## src/rtl/gf180mcu_fd_sc_mcu9t5v0__debrx_pkg.sv

```systemverilog
// Shared types for the debounce receiver: FSM state encoding and
// the end-to-end latency helper.
package gf180mcu_fd_sc_mcu9t5v0__debrx_pkg;

  typedef enum logic [1:0] {
    ST_LO,
    ST_QHI,
    ST_HI,
    ST_QLO
  } deb_state_e;

  function automatic int unsigned deb_latency(
    input int unsigned sync_stages,
    input int unsigned filt_cyc
  );
    return sync_stages + filt_cyc;
  endfunction

endpackage

```

## src/rtl/gf180mcu_fd_sc_mcu9t5v0__sync_chain.sv

```systemverilog
// Multi-flop synchronizer for a single asynchronous line.
// All stages clear to 0 on reset.
module gf180mcu_fd_sc_mcu9t5v0__sync_chain #(
  parameter int unsigned STAGES = 2
) (
  input  logic CLK,
  input  logic RN,
  input  logic D,
  output logic Q
);

  logic [STAGES-1:0] sync_q;
  logic [STAGES-1:0] sync_d;

  always_comb begin
    sync_d = {sync_q[STAGES-2:0], D};
  end

  always_ff @(posedge CLK or negedge RN) begin
    if (!RN) begin
      sync_q <= '0;
    end else begin
      sync_q <= sync_d;
    end
  end

  assign Q = sync_q[STAGES-1];

endmodule

```

## src/rtl/gf180mcu_fd_sc_mcu9t5v0__debrx_4.sv

```systemverilog
// Debounce receiver: synchronizes I, qualifies each level change for
// FILT_CYC cycles, and reports the accepted level with edge pulses.
module gf180mcu_fd_sc_mcu9t5v0__debrx_4
  import gf180mcu_fd_sc_mcu9t5v0__debrx_pkg::*;
#(
  parameter int unsigned SYNC_STAGES = 2,
  parameter int unsigned FILT_CYC    = 4,
  parameter int unsigned CNT_W       = 8
) (
  input  logic CLK,
  input  logic RN,
  input  logic I,
  input  logic EN,
  output logic Z,
  output logic ZR,
  output logic ZF
);

  localparam logic [CNT_W-1:0] LAST = CNT_W'(FILT_CYC - 1);
  localparam logic [CNT_W-1:0] ONE  = CNT_W'(1);

  logic s;

  gf180mcu_fd_sc_mcu9t5v0__sync_chain #(
    .STAGES(SYNC_STAGES)
  ) u_sync (
    .CLK(CLK),
    .RN (RN),
    .D  (I),
    .Q  (s)
  );

  deb_state_e       state_q, state_d;
  logic [CNT_W-1:0] cnt_q, cnt_d;
  logic             z_q, z_d;
  logic             zr_q, zr_d;
  logic             zf_q, zf_d;

  always_comb begin
    state_d = state_q;
    cnt_d   = cnt_q;
    z_d     = z_q;
    zr_d    = 1'b0;
    zf_d    = 1'b0;
    unique case (state_q)
      ST_LO: begin
        if (EN && s) begin
          if (FILT_CYC == 1) begin
            state_d = ST_HI;
            z_d     = 1'b1;
            zr_d    = 1'b1;
          end else begin
            state_d = ST_QHI;
            cnt_d   = ONE;
          end
        end
      end
      ST_QHI: begin
        // a reversal or disable beats completion in the same cycle
        if (!EN || !s) begin
          state_d = ST_LO;
          cnt_d   = '0;
        end else if (cnt_q == LAST) begin
          state_d = ST_HI;
          cnt_d   = '0;
          z_d     = 1'b1;
          zr_d    = 1'b1;
        end else begin
          cnt_d = cnt_q + ONE;
        end
      end
      ST_HI: begin
        if (EN && !s) begin
          if (FILT_CYC == 1) begin
            state_d = ST_LO;
            z_d     = 1'b0;
            zf_d    = 1'b1;
          end else begin
            state_d = ST_QLO;
            cnt_d   = ONE;
          end
        end
      end
      ST_QLO: begin
        if (!EN || s) begin
          state_d = ST_HI;
          cnt_d   = '0;
        end else if (cnt_q == LAST) begin
          state_d = ST_LO;
          cnt_d   = '0;
          z_d     = 1'b0;
          zf_d    = 1'b1;
        end else begin
          cnt_d = cnt_q + ONE;
        end
      end
    endcase
  end

  always_ff @(posedge CLK or negedge RN) begin
    if (!RN) begin
      state_q <= ST_LO;
      cnt_q   <= '0;
      z_q     <= 1'b0;
      zr_q    <= 1'b0;
      zf_q    <= 1'b0;
    end else begin
      state_q <= state_d;
      cnt_q   <= cnt_d;
      z_q     <= z_d;
      zr_q    <= zr_d;
      zf_q    <= zf_d;
    end
  end

  assign Z  = z_q;
  assign ZR = zr_q;
  assign ZF = zf_q;

endmodule

```

## config.mk

```make
export PLATFORM = sky130hd
export DESIGN_NAME = gf180mcu_fd_sc_mcu9t5v0__debrx_4
export DESIGN_NICKNAME = d
export VERILOG_FILES = /design/src/rtl/gf180mcu_fd_sc_mcu9t5v0__debrx_pkg.sv /design/src/rtl/gf180mcu_fd_sc_mcu9t5v0__sync_chain.sv /design/src/rtl/gf180mcu_fd_sc_mcu9t5v0__debrx_4.sv
export SDC_FILE = /design/constraint.sdc
export NUM_CORES = 1
export LEC_CHECK = 0
export BUFFER_PORTS_ARGS = -buffer_cell sky130_fd_sc_hd__buf_2
export CORE_AREA = 2 2 39 41
export DETAILED_ROUTE_END_ITERATION = 6
export DIE_AREA = 0 0 41 43
export PLACE_DENSITY = 0.77
export SKIP_CTS_REPAIR_TIMING = 1
export SYNTH_ARGS = -nofsm -noshare
export SYNTH_HDL_FRONTEND = slang
export SYNTH_SLANG_ARGS = --single-unit
```

## constraint.sdc

```tcl
create_clock -name CLK -period 5.1 [get_ports CLK]
set_input_delay 1.53 -clock CLK [delete_from_list [all_inputs] [get_ports CLK]]
set_output_delay 1.53 -clock CLK [all_outputs]
set_load 0.05 [all_outputs]
```

=== Yosys cells after proc, flatten, opt, wreduce, memory -nomap -nowiden ===
Cells that the tools add are included.
W data, S select, Z words.

* Eq/ne operators: 12
* Reduce and logical (&&, ||, !) cells: 11
* $add $sub $neg: 1
* Mux-type cells: 23

{| class="wikitable"
|+ Operators by type and width
! cell !! count
|-
| $mux W8 || 5
|-
| $pmux W8 S4 || 1
|-
| $mux W2 || 6
|-
| $ne A2 B2 Y1 const B || 6
|-
| $mux W1 || 9
|-
| $add A8 B1 Y8 const B || 1
|-
| $eq A8 B2 Y1 const B || 1
|-
| $pmux W2 S4 || 1
|-
| $ne A3 B3 Y1 const B || 2
|-
| $reduce_and A5 Y1 || 1
|-
| $eq A2 B2 Y1 const B || 2
|-
| $reduce_and A4 Y1 || 1
|-
| $eq A2 B1 Y1 const B || 1
|-
| $logic_and A1 B1 Y1 || 2
|-
| $logic_not A1 Y1 || 2
|-
| $logic_not A2 Y1 || 1
|-
| $logic_or A1 B1 Y1 || 2
|-
| $pmux W1 S2 || 1
|-
| $reduce_and A2 Y1 || 1
|-
| $reduce_bool A2 Y1 || 1
|}

* Bits in registers: 15
* Output and inout port bits: 3
* Bits of input ports: 4
* Word-level logic and storage cells: 53

=== Depth between registers and ports, before layout ===
Gate-level depths: netlist (run 1).

* Word-level depth: 4
* Depth in mapped cells: 5

=== By module ===
A second synthesis (run 1) with hierarchy kept.

* Cell total of the unflattened synthesis: 71
* Area total of the unflattened synthesis: 715.7 um2

{| class="wikitable"
|+ Modules (own cells, without submodules)
! module !! cells an instance !! area an instance (um2) !! times used
|-
| gf180mcu_fd_sc_mcu9t5v0__debrx_4 || 69 || 665.6 || 1
|-
| gf180mcu_fd_sc_mcu9t5v0__sync_chain || 2 || 50.0 || 1
|}

=== Least setup slack after synthesis (run 1) ===
Ideal clock, no wire load.

* Path type: input to register
* Start point: input port EN
* End point: register cnt_q[3]
* Data arrival time: 2317 ps
* Stages: 4
* Path slack: 2657 ps
* Buffers on the path: 0
* Path through: and2_2 > and2_1 > and3_2 > a221o_1

* Longest elaborated chain between the ends: 4

{| class="wikitable"
|+ Ends and longest elaborated chain
! element !! line !! RTL
|-
| start, declared || gf180mcu_fd_sc_mcu9t5v0__debrx_4.sv:13 || <nowiki>input logic EN,</nowiki>
|-
| $logic_not A1 Y1 || gf180mcu_fd_sc_mcu9t5v0__debrx_4.sv:60, gf180mcu_fd_sc_mcu9t5v0__debrx_4.sv:85 ||
|-
| $logic_or A1 B1 Y1 (on tied branches) || gf180mcu_fd_sc_mcu9t5v0__debrx_4.sv:85, gf180mcu_fd_sc_mcu9t5v0__debrx_4.sv:60 ||
|-
| $mux W8 (on tied branches) || gf180mcu_fd_sc_mcu9t5v0__debrx_4.sv:85, gf180mcu_fd_sc_mcu9t5v0__debrx_4.sv:60 ||
|-
| $pmux W8 S4 || gf180mcu_fd_sc_mcu9t5v0__debrx_4.sv:45 || <nowiki>unique case (state_q)</nowiki>
|-
| end signal, assigned || gf180mcu_fd_sc_mcu9t5v0__debrx_4.sv:109 || <nowiki>cnt_q <= cnt_d;</nowiki>
|-
| end, declared || gf180mcu_fd_sc_mcu9t5v0__debrx_4.sv:34 || <nowiki>logic [CNT_W-1:0] cnt_q, cnt_d;</nowiki>
|}

Parallel ways exist; a longest one is shown, timed or not.
A chain may end at the register's enable or synchronous reset.

=== Final worst setup path (run 1) ===
* Start point: register z_q (netlist: Z)
* End point: output port Z

{| class="wikitable"
|+ RTL lines
! element !! line !! RTL
|-
| start, declared || gf180mcu_fd_sc_mcu9t5v0__debrx_4.sv:35 || <nowiki>logic z_q, z_d;</nowiki>
|-
| start signal, assigned || gf180mcu_fd_sc_mcu9t5v0__debrx_4.sv:110 || <nowiki>z_q <= z_d;</nowiki>
|-
| end, declared || gf180mcu_fd_sc_mcu9t5v0__debrx_4.sv:14 || <nowiki>output logic Z,</nowiki>
|}

No word-level cell between the ends.

==> results of run 1 <==
## cells by family after synthesis
family          count (synthesis)
xor+xnor                        1
fa+ha+maj                       1
mux                             1
flops                          15
compound gates                 12
buf+inv                         1
simple gates                   34
## placed cells by master (no fill, tap or decap), drive strengths merged, types with 2 or more instances in the layout
cell type	netlist	routed
and3	3	3
nand2	5	5
or4	2	2
a21oi	3	3
buf	0	6
nand3	6	6
clkbuf	0	4
dfrtp	15	15
nand2b	2	2
nor3b	2	2
nor2	4	4
a22o	2	2
nor3	2	2
a221o	2	2
and2	2	2
## Yosys cell counts, types with 2 or more instances
cell       n  area share (%)
dfrtp_1   15              50
and3_2     3             3.0
a21oi_1    3             2.0
nand3_1    6             4.0
or4_1      2             2.0
nand2b_1   2             1.7
nand2_1    4             2.0
nor2_1     3             1.5
a221o_1    2             2.6
## metal layers
layer  share of wire (%)  global-route usage, %
met2                  44                   23.1
met4                 3.2                   14.0
met5                   0                      0
met3                 3.0                   3.14
met1                  49                   26.1
## power by group
part	total, uW	internal (uW)	switching (uW)
Combinational	64.0	28.3	35.6
Sequential	150	132	17.9
Clock	68.9	30.4	38.4
## cell type report
cell class                 count  area (sq um)
clock buffer                   4          26.3
fill                         111           552
inverter                       1          3.75
multi-input combinational     49           377
sequential                    15           375
tap                           16          20.0
timing repair buffer           6          30.0
## how the worst min path moves through the flow
stage                                start                to  depth (start not counted)
after CTS                 u_sync.sync_q[0]  u_sync.sync_q[1]                          0
final                     u_sync.sync_q[0]  u_sync.sync_q[1]                          0
after global routing      u_sync.sync_q[0]  u_sync.sync_q[1]                          0
after detailed placement  u_sync.sync_q[0]  u_sync.sync_q[1]                          0
after global placement    u_sync.sync_q[0]  u_sync.sync_q[1]                          0
after floorplan           u_sync.sync_q[0]  u_sync.sync_q[1]                          0
## state kept, by name (all words and copies together), names as in the netlist
signal and flops:
cnt_q 8, state_q 2, u_sync.sync_q 2, Z 1, ZF 1, ZR 1
## per-stage QoR
stage / cell area [sq um] / util (%) / instances / total power (uW)
floorplan: 756 / - / 65 / 196
global placement: 806 / 58.2 / 87 / 211
detailed placement: 806 / 58.2 / 87 / 215
CTS: 832 / 60.1 / 91 / 285
global route: 832 / 60.1 / 91 / 296
finish: 832 / 60.1 / 91 / 282
==> impl_results.md, run 1 <==
* RePlAce Congestion at 0.877
* Area grow syn2layout at 10.1%
* Worst skew pair latency at 290 ps
* Post-synthesis instance total at 65
* Wire per inst at 13.8 um
* Mean Syn Cell Area at between 10 and 15 sq um
* Hold Crit Class: reg2reg
* Die Area at 0.00176 sq mm
* Width of the chip at 41 um
* CP max-delay cell: dfrtp_1
* Pre-antenna DRT Iters at 4
* Internal reg-to-reg setup slack at 3290 ps
* # IOs at 7
* Arr. time, crit path at 930 ps
* Max Clk Rate at 0.407 GHz
* Post-Synth Simple-Gate Area at 31.8%
* Post-DRT Antenna Nets at 0
* Unrepaired setup endpoints after global routing: no
* TritonCTS clock tree: built
* Worst clock skew at 5.97 ps
* TritonCTS buffer count at 3
* Compound-Gate Fraction of Synth Area at 12.7%
* Total gr overflow at 0
* Reg2Reg Launch Point: cnt_q[0]
* Leakage power at between 0.0004 and 0.0005 uW
* Asr flop ratio synth at 100%
* Post-DP HPWL at ~900 um
* Xor-xnor portion of the synthesized cell area at under 10%
* Gr usage total at 18.1%
* Standard-cell rows at 14
* Synth warn at 0
* Fin crit share at 48.1%
* Seq/Total Area, Yosys at 49.7%
* Clock sink total at 15
* Adder-cell share of the synthesized area at 1.66%
* DR iter-0 viols at 1
* Critical path's largest stage delay at 370 ps
* Worst Reg2Reg Path Length in Cells at 5
* Layout net count at 81
* Post-Syn Area at 756 sq um
* Max-slew headroom at approximately three fifths
* Vias in the first global route at 480
* Netlist cell types at 34
* Ant. Diodes at 0
* Initial Utilization at between 50% and 60%
* Vias post-DR at 519
* WHS at 360 ps
* First-pass GRT wire length at 2100 um
* Hold Vio Cnt, Final at 0
* Worst EP required at between 3000 and 4000 ps
* Antenna violations before repair at 0
* Die height at 43 um
* WP buf/inv at 1
* Final Max Tran Viols at 0
* PwrDens at around 340 mW/mm^2
* Crit. End Element: output pin
* Routed wire length at 1250 um
* Startpoint Class: flop
* Critical path cell sequence: buf_2
* Max Cap Violations at 0
* Clock Path Buffers at 2
* Setup CP Type: reg2out
* Worst r2r dst: cnt_q[6]
* H-Tree Depth at 1
* IO Port Bufs at 6
* CP Capture Point: Z
* Outcome: completed
* Ys flop type: dfrtp_1
* Share of cells above drive strength 1 at 33.3%
* DR DRC count at 0
* Worst-path clk slew at 80 ps
* Final worst path period need at about 2500 ps
* CP delay by family, top: flip-flops
* Worst Tran Pin Value at 590 ps
* Core Region at 0.00138 sq mm
* Largest net degree at the start of global routing at 16
* Proportion of synthesized area in mux cells at about 1.5%
* Largest family of logic cells by synthesized area: simple AND/OR/NAND/NOR gates
* Post-synth EDFFs at 0
* Post-route setup TNS at 0 ps
* Yosys reg bits at 15
* Syn Nets at 70
* Vias per std cell at roughly 5.7
* Clk root buf: clkbuf_4
* Setup crit start: Z
* Place WS at 2500 ps
* Peak VDD IR at 0.213 mV
* Setup violators final at 0
* Post-route setup slack at 2640 ps
* Critical-path maximum fanout at 3
* Crit. path cell count at 1
(Power assumes the default switching activity.)
==> inputs of run 2 (changes only) <==
Settings changed: CORE_AREA 2 2 39 41 to not set, CORE_UTILIZATION set to 50, DIE_AREA 0 0 41 43 to not set, PLACE_DENSITY 0.77 to 0.72.
Clock period 5.1 ns to 2 ns, I/O delays scaled along.
==> impl_results.md, run 2 (synthesized netlist as in run 1, its figures left out) <==
* Outcome: completed
* Post-DP HPWL at 911 um (+0.86%)
* Clock share of power at 23.9% (-0.5 points)
* Layout net count at 82 (+1.2%)
* Standard-cell rows at 13 (-1)
* Largest register by flop count: cnt_q
* Die height at 40.9 um (-4.9%)
* RePlAce Congestion at 0.864 (-1.5%)
* Final worst path period need at 1810 ps
* Max FFs per register at 8 (unchanged)
* Final Max Tran Viols at 0 (unchanged)
* Place WS at 226 ps (-2280 ps)
* Hold Crit Class: in2async
* Sw Ratio at 32.4% (-0.21 points)
* Startpoint Class: flop
* Area grow syn2layout at 11.1%
* CP delay by family, top: simple AND/OR/NAND/NOR gates
* Core Region at 0.00135 sq mm (-2.4%)
* TritonCTS clock tree: built
* Antenna violations before repair at 0 (unchanged)
* Clock Path Buffers at 2 (unchanged)
* Die Area at 0.00167 sq mm (-5.2%)
* Initial Utilization at 56.0% (+1.4 points)
* Commonest non-fill, non-tap cell in the layout: dfrtp_1
* Total gr overflow at 0 (unchanged)
* Critical path's largest stage delay at 500 ps (+130 ps)
* Largest net degree at the start of global routing at 16 (unchanged)
* Setup CP Type: reg2reg
* Largest registers: cnt_q x8, state_q x2, u_sync.sync_q x2
* Cell Int Power at 490 uW (+160%)
* PwrDens at 863 mW/mm^2 (+150%)
* Max Clk Rate at 0.552 GHz
* Critical-path maximum fanout at 6 (+3)
* Critical path cell sequence: ha_1 > or4b_4 > nor2b_4 > nor2_2 > a221o_1
* Peak VDD IR at 0.488 mV (+130%)
* Worst skew pair latency at 280 ps (about the same)
* Gr usage total at 18.7% (+0.54 points)
* Filler cells at 113 (+1.8%)
* Width of the chip at 40.9 um (-0.30%)
* Max-slew headroom at 69.1% (+8.5 points)
* Reg2Reg Launch Point: cnt_q[0]
* WHS at 201 ps (-159 ps)
* Unrepaired setup endpoints after global routing: no
* Share of cells above drive strength 1 at 35.5% (+2.2 points)
* Arr. time, crit path at 1980 ps (+1050 ps)
* Hold Vio Cnt, Final at 0 (unchanged)
* CP max-delay cell: or4b_4
* Post-route setup TNS at 0 ps (unchanged)
* Worst clock skew at 5.25 ps (-0.722 ps)
* Clk root buf: clkbuf_4
* Wire per inst at 13.8 um (+0.40%)
* Routed wire length at 1260 um (+0.40%)
* DR DRC count at 0 (unchanged)
* DR iter-0 viols at 16 (+15)
* First-pass GRT wire length at 1940 um (-7.6%)
* Leakage power at 0.000417 uW (+1.8%)
* Reg power frac at 51.9% (-1.1 points)
* Most frequent cells in the layout: 15 x dfrtp_1, 6 x nand3_1, 6 x buf_2
* Crit. End Element: flop
* Worst Tran Pin Value at 463 ps (-127 ps)
* # IOs at 7 (unchanged)
* Post-route setup slack at 189 ps (-2460 ps)
* Max Cap Violations at 0 (unchanged)
* Comb power frac at 24.2% (+1.5 points)
* Setup crit start: cnt_q[0]
* TritonCTS buffer count at 3 (unchanged)
* H-Tree Depth at 1 (unchanged)
* Switching pwr at 235 uW (+150%)
* Worst-path clk slew at 90 ps (about the same)
* IO Port Bufs at 6 (unchanged)
* Fin crit share at 90.6%
* WP buf/inv at 0 (-1)
* Clock sink total at 15 (unchanged)
* Vias in the first global route at 428 (-11%)
* Vias per std cell at 5.79 (+1.5%)
* Post-DRT Antenna Nets at 0 (unchanged)
* Ant. Diodes at 0 (unchanged)
* Setup violators final at 0 (unchanged)
* Worst EP required at 2170 ps (-1400 ps)
* Vias post-DR at 527 (+1.5%)
* Pre-antenna DRT Iters at 4 (unchanged)
## run 2: cell type report
cell class | count | area, sq um | share of cell area [%]
multi-input combinational | 49 | 377 | 44.9
sequential | 15 | 375 | 44.7
timing repair buffer | 7 | 37.5 | 4.47
clock buffer | 3 | 22.5 | 2.68
tap | 15 | 18.8 | 2.24
clock inverter | 1 | 5.00 | 0.596
inverter | 1 | 3.75 | 0.447
## run 2: worst paths after layout
path                                    endpoint  slack (ps)  cells after the start
min in group CLK                u_sync.sync_q[1]         360                      0
max in group asynchronous               cnt_q[2]        1550                      1
worst min register to register  u_sync.sync_q[1]         360                      0
worst min-delay path                    cnt_q[0]         200                      1
worst max-delay path                    cnt_q[6]         190                      5
worst max register to register          cnt_q[6]         190                      5
## run 2: power groups by stage
stage / combinational, uW / sequential (uW) / clock (uW)
2_1_floorplan: 123 / 376 / 0
3_3_place_gp: 175 / 378 / 0
3_5_place_dp: 177 / 380 / 0
4_1_cts: 177 / 375 / 180
5_1_grt: 196 / 381 / 195
6_report: 175 / 376 / 173
## run 2: metal layers
metal	part of all wire [%]	up-vias	wire length, um	GRT usage, %
met5	0	-	0	0
met4	0.95	0	12	10.0
met3	3.6	2	45	6.52
met2	39	12	496	23.0
met1	56	250	702	27.6
li1	-	263	-	-
## run 2: through the flow
step	std cells	util (%)	area, sq um	power, uW
floorplan	65	-	756	500
global route	91	62.2	840	771
finish	91	62.2	840	725
CTS	91	62.2	840	731
global placement	87	60.1	812	553
detailed placement	87	60.1	812	557
==> inputs of run 3 (changes only) <==
Settings changed: CORE_UTILIZATION 50 to 55, PLACE_DENSITY 0.72 to 0.75.
Clock period 2 ns to 1.85 ns, I/O delays scaled along.
==> impl_results.md, run 3 (synthesized netlist as in run 1, its figures left out) <==
* TritonCTS buffer count at 3 (unchanged)
* Cell Int Power at 539 uW (+10%)
* Max Cap Violations at 0 (unchanged)
* Critical path's largest stage delay at 490 ps (about the same)
* Vias per std cell at 6.13 (+5.8%)
* Critical path cell sequence: ha_1 > or4b_4 > nand3b_4 > nor3b_2 > nor3_2
* Commonest non-fill, non-tap cell in the layout: dfrtp_1
* Largest net degree at the start of global routing at 16 (unchanged)
* First-pass GRT wire length at 2590 um (+33%)
* Initial Utilization at 63.7% (+7.7 points)
* Final Max Tran Viols at 0 (unchanged)
* Die height at 39.1 um (-4.4%)
* Layout net count at 85 (+3.7%)
* Final worst path period need at 1770 ps (-43.5 ps)
* Peak VDD IR at 0.564 mV (+15%)
* RePlAce Congestion at 0.808 (-6.5%)
* Worst-path clk slew at 90 ps (about the same)
* Core Region at 0.00119 sq mm (-12%)
* Ant. Diodes at 0 (unchanged)
* Critical-path maximum fanout at 5 (-1)
* Place WS at 103 ps (-123 ps)
* Clock share of power at 23.8% (about the same)
* Max Clk Rate at 0.566 GHz (+2.5%)
* Clk root buf: clkbuf_4
* Worst EP required at 2020 ps (-150 ps)
* Crit. End Element: flop
* Finished Cell Area at 860 sq um (+2.4%)
* Final core area utilization at 72.5% (+10 points)
* Gr usage total at 26.0% (+7.3 points)
* Hold Crit Class: in2async
* Worst Tran Pin Value at 415 ps (-47.7 ps)
* Hold Vio Cnt, Final at 0 (unchanged)
* Worst skew pair latency at 280 ps (about the same)
* Clock Path Buffers at 2 (unchanged)
* WP buf/inv at 0 (unchanged)
* Placed Area at 833 sq um (+2.6%)
* Die Area at 0.00153 sq mm (-8.6%)
* Switching pwr at 258 uW (+10%)
* Most frequent cells in the layout: 15 x dfrtp_1, 6 x nand3_1, 6 x buf_2
* Width of the chip at 39.1 um (-4.4%)
* Fin crit share at 95.6% (+5.0 points)
* Max FFs per register at 8 (unchanged)
* Routed wire length at 1590 um (+26%)
* Sw Ratio at 32.4% (+0.041 points)
* Total gr overflow at 0 (unchanged)
* TritonCTS clock tree: built
* Post-route setup TNS at 0 ps (unchanged)
* Comb power frac at 25.2% (+1.0 points)
* Post-DP HPWL at 1170 um (+28%)
* Area grow syn2layout at 13.7%
* Outcome: completed
* Leakage power at 0.000429 uW (+2.9%)
* CP delay by family, top: simple AND/OR/NAND/NOR gates
* Setup CP Type: reg2reg
* IO Port Bufs at 6 (unchanged)
* WHS at 159 ps (-41.4 ps)
* DR iter-0 viols at 6 (-10)
* Max-slew headroom at 72.3% (+3.2 points)
* CP max-delay cell: or4b_4
* Antenna violations before repair at 0 (unchanged)
* Post-route setup slack at 82.2 ps (-107 ps)
* Share of cells above drive strength 1 at 36.7% (+1.2 points)
* Vias in the first global route at 597 (+39%)
* H-Tree Depth at 1 (unchanged)
* # IOs at 7 (unchanged)
* Filler cells at 93 (-18%)
* Pre-antenna DRT Iters at 6 (+2)
* Worst clock skew at 2.89 ps (-2.35 ps)
* Reg power frac at 51.0% (-0.9 points)
* PwrDens at 928 mW/mm^2 (+7.5%)
* Largest registers: cnt_q x8, state_q x2, u_sync.sync_q x2
* Internal reg-to-reg setup slack at 80 ps (-110 ps)
* Wire per inst at 17.0 um (+23%)
* Startpoint Class: flop
* Arr. time, crit path at 1940 ps (-40 ps)
* Largest register by flop count: cnt_q
* Unrepaired setup endpoints after global routing: no
* Standard-cell rows at 12 (-1)
* Vias post-DR at 570 (+8.2%)
* Post-DRT Antenna Nets at 0 (unchanged)
* Clock sink total at 15 (unchanged)
* DR DRC count at 0 (unchanged)
* Setup violators final at 0 (unchanged)
## run 3: changes by cell type in the layout (fill, tap and decap cells not counted)
| cell | before | now |
|---|---|---|
| clkinv_2 | 1 | 0 |
| buf_4 | 1 | 4 |
| clkbuf_1 | 0 | 1 |
## run 3: layout make-up
class / instances / area (sq um) / share of cell area [%]
sequential: 15 / 375 / 43.7
tap: 14 / 17.5 / 2.04
inverter: 1 / 3.75 / 0.437
multi-input combinational: 49 / 377 / 43.8
timing repair buffer: 10 / 60.1 / 6.99
clock buffer: 4 / 26.3 / 3.06
## run 3: final timing paths
kind	startpoint	end	cells after the start
min	RN	ZF	1
max in group asynchronous	RN	cnt_q[4]	1
max reg2reg	cnt_q[0]	Z	5
max	cnt_q[0]	Z	5
min reg2reg	u_sync.sync_q[0]	u_sync.sync_q[1]	0
min in group CLK	u_sync.sync_q[0]	u_sync.sync_q[1]	0
## run 3: routing by layer
layer	global-route usage (%)	part of all wire, %
met1	31.0	45
met2	47.5	51
met3	3.47	3.5
met4	7.76	1.1
met5	0	0
## run 3: per-stage QoR
step                      power, uW  cells
final                           797     93
after global placement          605     89
after CTS                       795     93
after floorplan                 540     65
after global routing            839     93
after detailed placement        610     89
## run 3: power groups by stage
stage,clock [uW],combinational (uW),sequential (uW)
6_report,190,201,407
4_1_cts,188,201,406
3_3_place_gp,0,194,410
2_1_floorplan,0,133,407
3_5_place_dp,0,198,413
5_1_grt,204,222,412
